==> src/rtl/uart_pkg.sv <==
`default_nettype none
// ============================================================================
// Module      : uart_pkg
// Description : Shared UART types and helpers for the receiver and transmitter.
// Revision    : 1.0 - initial release
// ============================================================================
package uart_pkg;

    localparam int   DATA_BITS  = 8;
    localparam logic IDLE_LEVEL = 1'b1;

    typedef enum logic [2:0] {
        IDLE      = 3'd0,
        START     = 3'd1,
        DATA      = 3'd2,
        PARITY    = 3'd3,
        STOP      = 3'd4,
        WAIT_IDLE = 3'd5
    } state_t;

    function automatic int calc_clks_per_bit(input int clk_freq, input int baud_rate);
        return clk_freq / baud_rate;
    endfunction

endpackage
`default_nettype wire

==> src/rtl/uart_sync2.sv <==
`default_nettype none
// ============================================================================
// Module      : uart_sync2
// Description : Two-flop synchroniser for an asynchronous single-bit input.
// Revision    : 1.0 - initial release
// ============================================================================
module uart_sync2 #(
    parameter logic RESET_VAL = 1'b1
) (
    input  logic clk,
    input  logic rst,
    input  logic i_d,
    output logic o_q
);

    logic r_meta;
    logic r_sync;

    always_ff @(posedge clk) begin
        if (rst) begin
            r_meta <= RESET_VAL;
            r_sync <= RESET_VAL;
        end else begin
            r_meta <= i_d;
            r_sync <= r_meta;
        end
    end

    assign o_q = r_sync;

endmodule
`default_nettype wire

==> src/rtl/uart_receiver.sv <==
`default_nettype none
// ============================================================================
// Module      : uart_receiver
// Description : 8N1 UART receiver with mid-bit sampling and framing check.
//               Optional even parity stage enabled by UART_RX_PARITY_EN.
// Revision    : 1.0 - initial release
// ============================================================================
module uart_receiver
    import uart_pkg::*;
#(
    parameter int CLK_FREQ  = 100_000_000,
    parameter int BAUD_RATE = 9600
) (
    input  logic                 clk,
    input  logic                 rst,
    input  logic                 RxD,
    output logic [DATA_BITS-1:0] data_out,
    output logic                 rx_valid,
    output logic                 busy,
    output logic                 frame_err,
    output logic                 parity_err
);

    localparam int CLKS_PER_BIT = calc_clks_per_bit(CLK_FREQ, BAUD_RATE);
    localparam int c_cnt_w      = $clog2(CLKS_PER_BIT);
    localparam logic [c_cnt_w-1:0] c_half = c_cnt_w'(CLKS_PER_BIT / 2 - 1);
    localparam logic [c_cnt_w-1:0] c_last = c_cnt_w'(CLKS_PER_BIT - 1);

    logic                 w_rx_s;
    logic                 w_par_bad;
    state_t               r_state;
    logic [c_cnt_w-1:0]   r_cnt;
    logic [2:0]           r_bit_idx;
    logic [DATA_BITS-1:0] r_shift;
    logic [DATA_BITS-1:0] r_data;
    logic                 r_valid;
    logic                 r_busy;
    logic                 r_frame_err;

    uart_sync2 #(
        .RESET_VAL (IDLE_LEVEL)
    ) u_sync (
        .clk (clk),
        .rst (rst),
        .i_d (RxD),
        .o_q (w_rx_s)
    );

`ifdef UART_RX_PARITY_EN
    logic r_par_bit;
    logic r_parity_err;
    // Even parity: the data bits plus the parity bit must XOR to zero.
    assign w_par_bad  = ^{r_shift, r_par_bit};
    assign parity_err = r_parity_err;
`else
    assign w_par_bad  = 1'b0;
    assign parity_err = 1'b0;
`endif

    always_ff @(posedge clk) begin
        if (rst) begin
            r_state     <= IDLE;
            r_cnt       <= '0;
            r_bit_idx   <= '0;
            r_shift     <= '0;
            r_data      <= '0;
            r_valid     <= 1'b0;
            r_busy      <= 1'b0;
            r_frame_err <= 1'b0;
`ifdef UART_RX_PARITY_EN
            r_par_bit    <= 1'b0;
            r_parity_err <= 1'b0;
`endif
        end else begin
            r_valid <= 1'b0;
            case (r_state)
                IDLE: begin
                    r_cnt <= '0;
                    if (!w_rx_s) begin
                        r_state <= START;
                        r_busy  <= 1'b1;
                    end
                end
                START: begin
                    if (r_cnt == c_half) begin
                        r_cnt <= '0;
                        if (!w_rx_s) begin
                            r_state   <= DATA;
                            r_bit_idx <= '0;
                        end else begin
                            r_state <= IDLE;
                            r_busy  <= 1'b0;
                        end
                    end else begin
                        r_cnt <= r_cnt + 1'b1;
                    end
                end
                DATA: begin
                    if (r_cnt == c_last) begin
                        r_cnt     <= '0;
                        r_shift   <= {w_rx_s, r_shift[DATA_BITS-1:1]};
                        r_bit_idx <= r_bit_idx + 3'd1;
                        if (r_bit_idx == 3'd7) begin
`ifdef UART_RX_PARITY_EN
                            r_state <= PARITY;
`else
                            r_state <= STOP;
`endif
                        end
                    end else begin
                        r_cnt <= r_cnt + 1'b1;
                    end
                end
`ifdef UART_RX_PARITY_EN
                PARITY: begin
                    if (r_cnt == c_last) begin
                        r_cnt     <= '0;
                        r_par_bit <= w_rx_s;
                        r_state   <= STOP;
                    end else begin
                        r_cnt <= r_cnt + 1'b1;
                    end
                end
`endif
                STOP: begin
                    if (r_cnt == c_last) begin
                        r_cnt       <= '0;
                        r_frame_err <= ~w_rx_s;
`ifdef UART_RX_PARITY_EN
                        r_parity_err <= w_par_bad;
`endif
                        if (w_rx_s) begin
                            // Back to IDLE at mid-stop leaves half a bit for the next start edge.
                            r_state <= IDLE;
                            r_busy  <= 1'b0;
                            if (!w_par_bad) begin
                                r_data  <= r_shift;
                                r_valid <= 1'b1;
                            end
                        end else begin
                            r_state <= WAIT_IDLE;
                        end
                    end else begin
                        r_cnt <= r_cnt + 1'b1;
                    end
                end
                WAIT_IDLE: begin
                    r_cnt <= '0;
                    if (w_rx_s) begin
                        r_state <= IDLE;
                        r_busy  <= 1'b0;
                    end
                end
                default: begin
                    r_state <= IDLE;
                    r_cnt   <= '0;
                    r_busy  <= 1'b0;
                end
            endcase
        end
    end

    assign data_out  = r_data;
    assign rx_valid  = r_valid;
    assign busy      = r_busy;
    assign frame_err = r_frame_err;

endmodule
`default_nettype wire

==> config.mk <==
export PLATFORM = sky130hd
export DESIGN_NAME = uart_receiver
export DESIGN_NICKNAME = d
export VERILOG_FILES = /design/src/rtl/uart_pkg.sv /design/src/rtl/uart_sync2.sv /design/src/rtl/uart_receiver.sv
export SDC_FILE = /design/constraint.sdc
export NUM_CORES = 1
export LEC_CHECK = 0
export BUFFER_PORTS_ARGS = -buffer_cell sky130_fd_sc_hd__buf_2
export CAP_MARGIN = 20
export CORE_UTILIZATION = 45
export CTS_CLUSTER_SIZE = 25
export DETAILED_ROUTE_END_ITERATION = 6
export GPL_ROUTABILITY_DRIVEN = 0
export GPL_TIMING_DRIVEN = 0
export PLACE_DENSITY = 0.72
export REMOVE_ABC_BUFFERS = 1
export SYNTH_ARGS = -nofsm -noshare
export SYNTH_HDL_FRONTEND = slang
export SYNTH_SLANG_ARGS = --single-unit
export TNS_END_PERCENT = 1
==> constraint.sdc <==
create_clock -name clk -period 4.7 [get_ports clk]
set_input_delay 0.94 -clock clk [delete_from_list [all_inputs] [get_ports clk]]
set_output_delay 0.94 -clock clk [all_outputs]
set_load 0.005 [all_outputs]
==> results of run 1 <==
-- metal layers --
metal | share of wire | vias up | track usage
li1 | - | 632 | -
met1 | 0.43 | 560 | 0.172
met2 | 0.50 | 32 | 0.263
met3 | 0.043 | 7 | 0.0598
met4 | 0.022 | 0 | 0.0966
met5 | 0 | - | 0
-- worst max-delay path, delay by kind of cell, from the launching register on --
kind,cells,cell delay [ns]
compound gates,1,0.76
fa+ha+maj,1,0.24
simple gates,4,0.84
flops,1,0.35
-- sequential cells by signal, indices dropped and copies added (netlist names) --
| name | cells |
|---|---|
| r_bit_idx | 3 |
| r_cnt | 14 |
| u_sync.o_q | 1 |
| busy | 1 |
| r_state | 3 |
| rx_valid | 1 |
| data_out | 8 |
| u_sync.r_meta | 1 |
| r_shift | 8 |
| frame_err | 1 |
-- report_power, final --
part	switching (mW)	total [mW]	internal, mW
combinational	0.0178	0.0292	0.0114
sequential	0.00659	0.358	0.351
clock	0.116	0.218	0.102
-- cells by family (layout without fill, tap and decap cells) --
family                   count (synthesis)  after routing  synth area share
AO/OA/AOI/OAI                           23             23            0.0995
XOR/XNOR                                13             13            0.0666
adder cells (fa/ha/maj)                  3              3            0.0219
buffers and inverters                   14             26            0.0366
flip-flops                              41             41             0.480
multiplexers                            10             10            0.0600
other                                    1              1           0.00219
AND/OR/NAND/NOR                         70             70             0.233
-- stage by stage --
step	instances	util	worst slack, ns
2_1_floorplan	166	-	2.74
3_3_place_gp	227	0.489	2.46
3_5_place_dp	227	0.489	2.36
4_1_cts	235	0.513	2.36
5_1_grt	235	0.513	2.15
6_report	235	0.513	2.35
-- cell usage after synthesis (all sizes together) (3+ instances only) --
| master | instances |
|---|---|
| inv | 5 |
| mux2i | 8 |
| xnor2 | 4 |
| nand3 | 6 |
| nor2 | 28 |
| a21oi | 6 |
| a22o | 9 |
| clkbuf | 5 |
| buf | 4 |
| dfxtp | 41 |
| nand2 | 6 |
| nor3 | 5 |
| xor2 | 9 |
| ha | 3 |
| and4 | 3 |
| nand2b | 3 |
| nand4 | 3 |
-- worst min-delay path by stage --
stage,startpoint,to
2_1_floorplan,u_sync.r_meta$_SDFF_PP1_,u_sync.o_q$_SDFF_PP1_
3_5_place_dp,u_sync.r_meta$_SDFF_PP1_,u_sync.o_q$_SDFF_PP1_
6_report,u_sync.r_meta$_SDFF_PP1_,u_sync.o_q$_SDFF_PP1_
5_1_grt,u_sync.r_meta$_SDFF_PP1_,u_sync.o_q$_SDFF_PP1_
3_3_place_gp,u_sync.r_meta$_SDFF_PP1_,u_sync.o_q$_SDFF_PP1_
4_1_cts,u_sync.r_meta$_SDFF_PP1_,u_sync.o_q$_SDFF_PP1_
-- final cells by class --
class,instances,area [µm²]
fill,336,1780
multi-input combinational,120,827
sequential,41,821
clock buffer,5,68.8
timing repair buffer,13,65.1
tap,48,60.1
inverter,5,18.8
clock inverter,3,17.5
==> results.md, run 1 <==
- Most common cell type on the critical path: sky130_fd_sc_hd__and4_1
- Post-synthesis instance area: around 0.0017 mm²
- Effective utilization at floorplan: 0.467
- Antenna violation net count after detailed routing: 0
- Worst hold slack: 0.431 ns
- Clock tree root buffer cell: sky130_fd_sc_hd__clkbuf_8
- Average size of a mapped cell: 9.77 µm²
- Data required, critical path: 4.83 ns
- Worst setup path startpoint: r_cnt[0]$_SDFF_PP0_
- Count of buffers added by post-CTS timing repair for setup: 0
- CP Max Fanout: 14
- Horizontal extent of the die: 63.7 µm
- Min cycle time layout: 2.35 ns
- Worst flop-to-flop path startpoint: r_cnt[0]$_SDFF_PP0_
- Type of the most critical hold path: reg -> reg
- Overall via count from detail_route: around 1200
- Cell-by-cell trace of the critical path: ha_1 > and4_1 > and4_1 > nor3_1 > o21bai_1 > nor2_1
- Number of buffers between clock root and the deepest sink: 2
- RSZ-0062 raised after global routing: no
- Max_cap viols: 0
- Fraction of synthesized cell area taken by the top area cell type: 0.480
- Post-detailed-placement cell area: 0.00179 mm²
- Register clock-pin slew on the reported worst setup and hold paths: 0.07 ns
- Core region area: 0.00366 mm²
- PnR Total Power: 0.605 mW
- DRC viols: 0
- Via density per instance: 5.24
- Outcome: finished clean
- Dominant cell type by area after synthesis: sky130_fd_sc_hd__dfxtp_1
- Arrival @ worst endpoint: 2.48 ns
- Delay contributed by the slowest stage of the critical path: 0.76 ns
- Unique cell type count in the Yosys netlist: 41
- TritonCTS clock tree: built
- Number of enable flip-flop cells after synthesis: 0
- Worst slew margin relative to its limit: 0.363
- Share of final-layout standard cells stronger than drive strength 1: 0.166
- Hold path depth: 1
- Y dimension of the die: approximately 64 µm
- Number of global-route vias before repair: about 1200
- Count of standard-cell rows: 22
- DIE AREA: 0.00405 mm²
- Cell types with the largest area share after synthesis: sky130_fd_sc_hd__dfxtp_1 (48%), sky130_fd_sc_hd__nor2_1 (6.1%), sky130_fd_sc_hd__mux2i_1 (4.7%)
- Instance count of the mapped netlist: 175
- Post-route standard cell area excluding fillers: approximately 0.0019 mm²
- Count of buffers from port buffering: 13
- Worst IR drop on VDD: 121 µV
- Final antenna diode count: 0
- Fraction of synthesis flops using an asynchronous set or reset pin: 0
- Skew-Pair Late Insertion Delay: 0.29 ns
- Post-CTS resize count: 0
- Sinks on the clock net: 41
- Commonest cells after routing, fill and taps aside: sky130_fd_sc_hd__dfxtp_1 (41), sky130_fd_sc_hd__nor2_1 (28), sky130_fd_sc_hd__buf_2 (13), sky130_fd_sc_hd__a22o_1 (9), sky130_fd_sc_hd__xor2_1 (9)
- Post-detail-place hpwl: 2.11 mm
- Transition time of the tightest slew-check pin: between 0.9 and 1 ns
- Largest net degree at the start of global routing: 26
- Primary FF master, synth: sky130_fd_sc_hd__dfxtp_1
- H-Tree Level Count: 2
- Cell with the largest stage delay on the worst path: sky130_fd_sc_hd__o21bai_1
- Sum of overflow across all layers after global routing: 0
- LEAKAGE: 0.772 nW
- Hold-fix buffers at CTS: 0
- Global-route wire length before repair: around 5.0 mm
- Share of the clock period used by the worst path after layout: 0.499
- PwrDens: 322 mW/mm²
- Aggregate global-route resource usage: 0.160
- Final setup viols: 0
- Reg2reg setup slack: between 2 and 2.5 ns
- CTS buffer count: 5
- Pins Over Slew Limit: 0
- Number of antenna violations at the first check in global routing: 0
- Post-synthesis sequential element count: just over 40
- # nets final: around 190
- Category of the worst setup path launch point: flip-flop
- Violation count after the first detailed-routing iteration: between 60 and 70
- Number of warnings printed during yosys synthesis: 0
- Setup TNS: 0 ns
- Routed wirelength normalized by instance count: 12.3 µm
- Number of detailed-routing iterations run before antenna repair: 4
- Critical R2R Capture: r_cnt[13]$_SDFF_PP0_
- Crit end category: flip-flop
- Highest Clock Rate: between 400 and 500 MHz
- Total wirelength of the detailed-routed design: between 2 and 3 mm
- Number of top-level pins: 15
- Most common cell after layout, fill and taps aside: sky130_fd_sc_hd__dfxtp_1
- Synth-to-layout area growth: 9.80%
- Class of the most critical setup path: reg -> reg
- Fraction of the yosys area taken by sequential cells: 0.480
- Last element of the critical path: r_cnt[13]$_SDFF_PP0_
- Final-report hold violation count: 0
- Fin Clk Skew: 0.00909 ns
- Worst reg-to-reg path cell count: 6
Power figures use the tool's default switching activity.
==> inputs of run 2 (changes only) <==
PLACE_DENSITY = 0.74   (was 0.72)
clock period = 1.95 ns   (was 4.7 ns; I/O delays follow)
==> run 2 against run 1 <==
  * Critical path depth is 1 higher
  * Clock power grew to 2.7 times the previous value
  * Clock skew is 0.0017 ns lower
  * Wire length is 3.4% higher
  * Final cell count is 2.1% higher
  * Register-to-register slack worse by 2.3 ns
  * Count of clock-buffer cells in the layout is 1 higher
  * Cell area is 6.5% higher
  * Via count is 2.2% higher
  * Total power grew to 2.5 times the previous value
  * First-iteration DRC count is 59% higher
  * Global-route usage is 0.37 points higher
  * Largest power group unchanged
==> results.md, run 2 (synthesis gave the netlist of run 1 again) <==
- Final setup margin: 0.0575 ns (was 2.35 ns)
- CP Max Fanout: 9 (was 14)
- Count of buffers from port buffering: 13 (unchanged)
- Synth-to-layout area growth: 17.0% (was 9.80%)
- Final Non-Filler Cells: 240 (was 235)
- Final setup viols: 0 (unchanged)
- Horizontal extent of the die: 63.7 µm (unchanged)
- Core region area: 0.00366 mm² (unchanged)
- TritonCTS clock tree: built (unchanged)
- Arrival @ worst endpoint: 2.13 ns (was 2.48 ns)
- Most flop-heavy register: r_cnt (unchanged)
- Number of antenna violations at the first check in global routing: 0 (unchanged)
- Register clock-pin slew on the reported worst setup and hold paths: 0.08 ns (was 0.07 ns)
- Type of the most critical hold path: in -> reg (was reg -> reg)
- H-Tree Level Count: 2 (unchanged)
- Worst setup path startpoint: r_cnt[0]$_SDFF_PP0_ (unchanged)
- Aggregate global-route resource usage: 0.163 (was 0.160)
- Total buffers and inverters traversed by the critical path: 1 (was 0)
- Antenna violation net count after detailed routing: 0 (unchanged)
- Pre-CTS worst setup slack: -0.424 ns (was 2.36 ns)
- Fin Clk Skew: 0.00735 ns (was 0.00909 ns)
- Reg2reg setup slack: 0.06 ns (was 2.35 ns)
- Share of final-layout standard cells stronger than drive strength 1: 0.240 (was 0.166)
- Post-detailed-placement cell area: 0.00179 mm² (unchanged)
- Class of the most critical setup path: reg -> reg (unchanged)
- Flip-flop count of the largest register after layout: 14 (unchanged)
- Crit. path cell count: 7 (was 6)
- Combinational share of power: 0.062 (was 0.048)
- RSZ-0062 raised after global routing: yes (was no)
- Internal Pwr Total: 1.18 mW (was 0.465 mW)
- Sinks on the clock net: 41 (unchanged)
- Count of standard-cell rows: 22 (unchanged)
- Post-detail-place hpwl: 1.98 mm (was 2.11 mm)
- Total wirelength of the detailed-routed design: 2.98 mm (was 2.88 mm)
- # nets final: 197 (was 192)
- Routed wirelength normalized by instance count: 12.4 µm (was 12.3 µm)
- Highest Clock Rate: 528 MHz (was 426 MHz)
- Crit end category: flip-flop (unchanged)
- DRC viols: 0 (unchanged)
- Number of instances in the placed design: 227 (unchanged)
- Cell-by-cell trace of the critical path: ha_4 > and4_4 > and4_4 > nor4b_4 > nor3b_4 > buf_12 > a22o_1 (was ha_1 > and4_1 > and4_1 > nor3_1 > o21bai_1 > nor2_1)
- Skew-Pair Late Insertion Delay: 0.29 ns (about the same)
- DIE AREA: 0.00405 mm² (unchanged)
- PwrDens: 769 mW/mm² (was 322 mW/mm²)
- Commonest cells after routing, fill and taps aside: sky130_fd_sc_hd__dfxtp_1 (39), sky130_fd_sc_hd__nor2_1 (28), sky130_fd_sc_hd__buf_2 (13), sky130_fd_sc_hd__a22o_1 (9), sky130_fd_sc_hd__xor2_1 (9) (was sky130_fd_sc_hd__dfxtp_1 (41), sky130_fd_sc_hd__nor2_1 (28), sky130_fd_sc_hd__buf_2 (13), sky130_fd_sc_hd__a22o_1 (9), sky130_fd_sc_hd__xor2_1 (9))
- Share of power burned in registers: 0.561 (was 0.592)
- Last element of the critical path: data_out[3]$_SDFFE_PP0P_ (was r_cnt[13]$_SDFF_PP0_)
- Worst flop-to-flop path startpoint: r_cnt[0]$_SDFF_PP0_ (unchanged)
- Switch share: 0.236 (was 0.231)
- Most common cell after layout, fill and taps aside: sky130_fd_sc_hd__dfxtp_1 (unchanged)
- Cell with the largest stage delay on the worst path: sky130_fd_sc_hd__dfxtp_4 (was sky130_fd_sc_hd__o21bai_1)
- Global-route wire length before repair: 5.07 mm (was 5.00 mm)
- Number of global-route vias before repair: 1139 (was 1208)
- Number of buffers between clock root and the deepest sink: 2 (unchanged)
- Effective utilization at floorplan: 0.467 (unchanged)
- Worst reg-to-reg path cell count: 7 (was 6)
- Worst IR drop on VDD: 405 µV (was 121 µV)
- Overall via count from detail_route: 1258 (was 1231)
- Via density per instance: 5.24 (about the same)
- Post-route standard cell area excluding fillers: 0.00200 mm² (was 0.00188 mm²)
- Number of detailed-routing iterations run before antenna repair: 4 (unchanged)
- Pins Over Slew Limit: 0 (unchanged)
- Worst hold slack: 0.277 ns (was 0.431 ns)
- Outcome: finished clean (unchanged)
- Delay contributed by the slowest stage of the critical path: 0.37 ns (was 0.76 ns)
- Max_cap viols: 0 (unchanged)
- Violation count after the first detailed-routing iteration: 97 (was 61)
- Y dimension of the die: 63.7 µm (unchanged)
- Number of top-level pins: 15 (unchanged)
- Data required, critical path: 2.19 ns (was 4.83 ns)
- Share of the clock period used by the worst path after layout: 0.971 (was 0.499)
- LEAKAGE: 0.814 nW (was 0.772 nW)
- Category of the worst setup path launch point: flip-flop (unchanged)
- Sum of overflow across all layers after global routing: 0 (unchanged)
- Critical R2R Capture: data_out[3]$_SDFFE_PP0P_ (was r_cnt[13]$_SDFF_PP0_)
- Clock network power share: 0.377 (was 0.360)
- Transition time of the tightest slew-check pin: 0.534 ns (was 0.953 ns)
- Min cycle time layout: 1.89 ns (was 2.35 ns)
- PnR Total Power: 1.54 mW (was 0.605 mW)
- CTS buffer count: 5 (unchanged)
- Final antenna diode count: 0 (unchanged)
- Clock tree root buffer cell: sky130_fd_sc_hd__clkbuf_8 (unchanged)
- Largest net degree at the start of global routing: 26 (unchanged)
- Cell family with the largest share of critical-path delay: simple AND/OR/NAND/NOR gates (unchanged)
- Hold-fix buffers at CTS: 0 (unchanged)
- Most common cell type on the critical path: sky130_fd_sc_hd__and4_4 (was sky130_fd_sc_hd__and4_1)
- Worst slew margin relative to its limit: 0.641 (was 0.363)
- Switch Pwr: 0.363 mW (was 0.140 mW)
- Final-report hold violation count: 0 (unchanged)
[run 2: power by group through the flow]
stage / combinational (mW) / clock, mW / sequential [mW]
after floorplan: 0.0503 / 0 / 0.878
after global placement: 0.0704 / 0 / 0.881
after detailed placement: 0.0727 / 0 / 0.881
after CTS: 0.0852 / 0.590 / 0.862
after global routing: 0.106 / 0.635 / 0.866
final: 0.0949 / 0.580 / 0.863
[run 2: per-stage QoR]
step,util,setup TNS [ns]
after floorplan,-,-0.0159
after global placement,0.489,-8.15
after detailed placement,0.489,-9.08
after CTS,0.535,0
after global routing,0.546,-0.151
final,0.546,0
[run 2: worst min-delay path by stage]
stage / start / end / depth (start not counted) / slack (ns)
after floorplan: u_sync.r_meta$_SDFF_PP1_ / u_sync.o_q$_SDFF_PP1_ / 1 / 0.39
after global placement: u_sync.r_meta$_SDFF_PP1_ / u_sync.o_q$_SDFF_PP1_ / 1 / 0.40
after detailed placement: u_sync.r_meta$_SDFF_PP1_ / u_sync.o_q$_SDFF_PP1_ / 1 / 0.39
after CTS: RxD / u_sync.r_meta$_SDFF_PP1_ / 2 / 0.27
after global routing: RxD / u_sync.r_meta$_SDFF_PP1_ / 2 / 0.27
final: RxD / u_sync.r_meta$_SDFF_PP1_ / 2 / 0.28
[run 2: area by class of cell]
class / count / area [µm²]
fill: 325 / 1660
multi-input combinational: 120 / 885
sequential: 41 / 826
timing repair buffer: 18 / 115
clock buffer: 6 / 82.6
tap: 48 / 60.1
inverter: 5 / 18.8
clock inverter: 2 / 13.8
[run 2: timing repair]
item,CTS,global route
pin swaps,1,3
endpoints found under the hold margin,0,0
resized for setup,8,7
setup buffers,4,1
setup endpoints to repair,36,27
[run 2: layer usage]
layer | part of all wire | vias to the layer above | global-route usage
met3 | 0.037 | 7 | 0.0435
met4 | 0.020 | 0 | 0.0938
met1 | 0.49 | 583 | 0.206
met5 | 0 | - | 0
met2 | 0.46 | 28 | 0.249
li1 | - | 640 | -
==> inputs of run 3 (changes only) <==
PLACE_DENSITY = 0.62   (was 0.74)
==> run 3 against run 2 <==
  * Core utilization is 0.82 points higher
  * Clock power is 16% higher
  * Sequential power hardly changed
  * Largest cell class unchanged
==> results.md, run 3 (synthesis gave the netlist of run 1 again) <==
- Class of the most critical setup path: reg -> reg (unchanged)
- Final Non-Filler Cells: 242 (was 240)
- Clock tree root buffer cell: sky130_fd_sc_hd__clkbuf_8 (unchanged)
- Total wirelength of the detailed-routed design: 2.82 mm (was 2.98 mm)
- Register clock-pin slew on the reported worst setup and hold paths: 0.08 ns (about the same)
- Share of the clock period used by the worst path after layout: 0.967 (was 0.971)
- Commonest cells after routing, fill and taps aside: sky130_fd_sc_hd__dfxtp_1 (39), sky130_fd_sc_hd__nor2_1 (27), sky130_fd_sc_hd__buf_2 (13), sky130_fd_sc_hd__a22o_1 (9), sky130_fd_sc_hd__xor2_1 (9) (was sky130_fd_sc_hd__dfxtp_1 (39), sky130_fd_sc_hd__nor2_1 (28), sky130_fd_sc_hd__buf_2 (13), sky130_fd_sc_hd__a22o_1 (9), sky130_fd_sc_hd__xor2_1 (9))
- RSZ-0062 raised after global routing: yes (unchanged)
- Worst hold slack: 0.288 ns (was 0.277 ns)
- Synth-to-layout area growth: 18.7% (was 17.0%)
- PnR Total Power: 1.62 mW (was 1.54 mW)
- Pins Over Slew Limit: 0 (unchanged)
- Horizontal extent of the die: 63.7 µm (unchanged)
- Fin Clk Skew: 0.00631 ns (was 0.00735 ns)
- Met2 track demand over resource: 0.246 (was 0.249)
- Skew-Pair Late Insertion Delay: 0.29 ns (about the same)
- Largest net degree at the start of global routing: 26 (unchanged)
- Type of the most critical hold path: in -> reg (unchanged)
- Transition time of the tightest slew-check pin: 0.588 ns (was 0.534 ns)
- Number of global-route vias before repair: 1146 (was 1139)
- Hold-fix buffers at CTS: 0 (unchanged)
- Number of instances in the placed design: 227 (unchanged)
- Via density per instance: 5.15 (was 5.24)
- Worst flop-to-flop path startpoint: r_cnt[0]$_SDFF_PP0_ (unchanged)
- Met3 demand-to-capacity share in global routing: 0.0399 (was 0.0435)
- Number of filler cells placed in the layout: 332 (was 325)
- Data required, critical path: 2.13 ns (was 2.19 ns)
- Number of buffers between clock root and the deepest sink: 2 (unchanged)
- Overall via count from detail_route: 1247 (was 1258)
- Most common cell after layout, fill and taps aside: sky130_fd_sc_hd__dfxtp_1 (unchanged)
- Met1 Use GR: 0.199 (was 0.206)
- Flip-flop count of the largest register after layout: 14 (unchanged)
- Core region area: 0.00366 mm² (unchanged)
- Effective utilization at floorplan: 0.467 (unchanged)
- LEAKAGE: 0.822 nW (was 0.814 nW)
- CTS buffer count: 5 (unchanged)
- Crit end category: flip-flop (unchanged)
- CP Max Fanout: 4 (was 9)
- Highest-utilization routing layer at the global route stage: met2 (unchanged)
- Highest Clock Rate: 530 MHz (was 528 MHz)
- Area of all sequential standard cells: 826 µm² (unchanged)
- Multi-input gate area: 873 µm² (was 885 µm²)
- Routed wirelength normalized by instance count: 11.6 µm (was 12.4 µm)
- Worst setup path startpoint: r_cnt[0]$_SDFF_PP0_ (unchanged)
- PwrDens: 799 mW/mm² (was 769 mW/mm²)
- Number of top-level pins: 15 (unchanged)
- Worst IR drop on VDD: 486 µV (was 405 µV)
- Aggregate global-route resource usage: 0.156 (was 0.163)
- Most flop-heavy register: r_cnt (unchanged)
- Min cycle time layout: 1.89 ns (about the same)
- Violation count after the first detailed-routing iteration: 38 (was 97)
- Number of detailed-routing iterations run before antenna repair: 4 (unchanged)
- Arrival @ worst endpoint: 2.07 ns (was 2.13 ns)
- Post-route standard cell area excluding fillers: 0.00203 mm² (was 0.00200 mm²)
- Post-detailed-placement cell area: 0.00179 mm² (unchanged)
- Share of final-layout standard cells stronger than drive strength 1: 0.247 (was 0.240)
- Y dimension of the die: 63.7 µm (unchanged)
- # nets final: 199 (was 197)
- Setup TNS: 0 ns (unchanged)
- Global-route wire length before repair: 4.97 mm (was 5.07 mm)
- DIE AREA: 0.00405 mm² (unchanged)
- Final setup viols: 0 (unchanged)
- Number of antenna violations at the first check in global routing: 0 (unchanged)
- DRC viols: 0 (unchanged)
- Sum of overflow across all layers after global routing: 0 (unchanged)
- Antenna violation net count after detailed routing: 0 (unchanged)
- Sinks on the clock net: 41 (unchanged)
- Count of standard-cell rows: 22 (unchanged)
- Final antenna diode count: 0 (unchanged)
- Category of the worst setup path launch point: flip-flop (unchanged)
- Outcome: finished clean (unchanged)
- Final-report hold violation count: 0 (unchanged)
- H-Tree Level Count: 2 (unchanged)
- Max_cap viols: 0 (unchanged)
- Post-detail-place hpwl: 1.86 mm (was 1.98 mm)
- Count of buffers from port buffering: 13 (unchanged)
- Worst Hold Launch: RxD (unchanged)
- Worst slew margin relative to its limit: 0.608 (was 0.641)
- TritonCTS clock tree: built (unchanged)
-- run 3: cell types whose count changed in the layout (fill, tap and decap cells not counted), sizes merged --
cell,delta
clkbuf,-1
clkinv,-1
buf,+2
bufinv,+1
clkinvlp,+1
-- run 3: worst max-delay path, cell delays in order (launching register included) --
cell	delay [ns]
sky130_fd_sc_hd__dfxtp_4	0.36
sky130_fd_sc_hd__ha_4	0.15
sky130_fd_sc_hd__and4_4	0.23
sky130_fd_sc_hd__and4_4	0.27
sky130_fd_sc_hd__nor3_1	0.08
sky130_fd_sc_hd__or3_1	0.41
sky130_fd_sc_hd__mux2_2	0.28
-- run 3: final cells by class --
class / count / share of cell area
Sequential cell: 41 / 0.407
Tap cell: 48 / 0.0296
Clock buffer: 5 / 0.0339
Inverter: 5 / 0.00924
Clock inverter: 3 / 0.0228
Timing Repair Buffer: 20 / 0.0678
Multi-Input combinational cell: 120 / 0.430
-- run 3: worst paths after layout --
check,endpoint,slack [ns],depth (start not counted)
worst max-delay path,r_state[1]$_SDFFE_PP0P_,0.06,6
worst min register to register,u_sync.o_q$_SDFF_PP1_,0.41,1
worst min-delay path,u_sync.r_meta$_SDFF_PP1_,0.29,2
worst max register to register,r_state[1]$_SDFFE_PP0P_,0.06,6
-- run 3: layer usage --
metal	vias up	routed length, µm
met5	-	0
met4	0	43
met3	5	88
met2	17	1260
met1	579	1430
li1	646	-
-- run 3: timing repair --
action | in CTS | in global routing
setup buffers | 5 | 2
pin swaps | 2 | 4
endpoints found under the setup margin | 36 | 29
gates resized for setup | 7 | 9
-- run 3: through the flow --
step / util / worst slack [ns]
2_1_floorplan: - / -0.00793
3_5_place_dp: 0.489 / -0.428
3_3_place_gp: 0.489 / -0.377
5_1_grt: 0.555 / -0.0568
4_1_cts: 0.541 / 0.000215
6_report: 0.555 / 0.0643
-- run 3: where the power goes --
| part | internal [mW] | switching (mW) |
|---|---|---|
| Sequential | 0.847 | 0.0160 |
| Clock | 0.383 | 0.292 |
| Combinational | 0.0361 | 0.0502 |
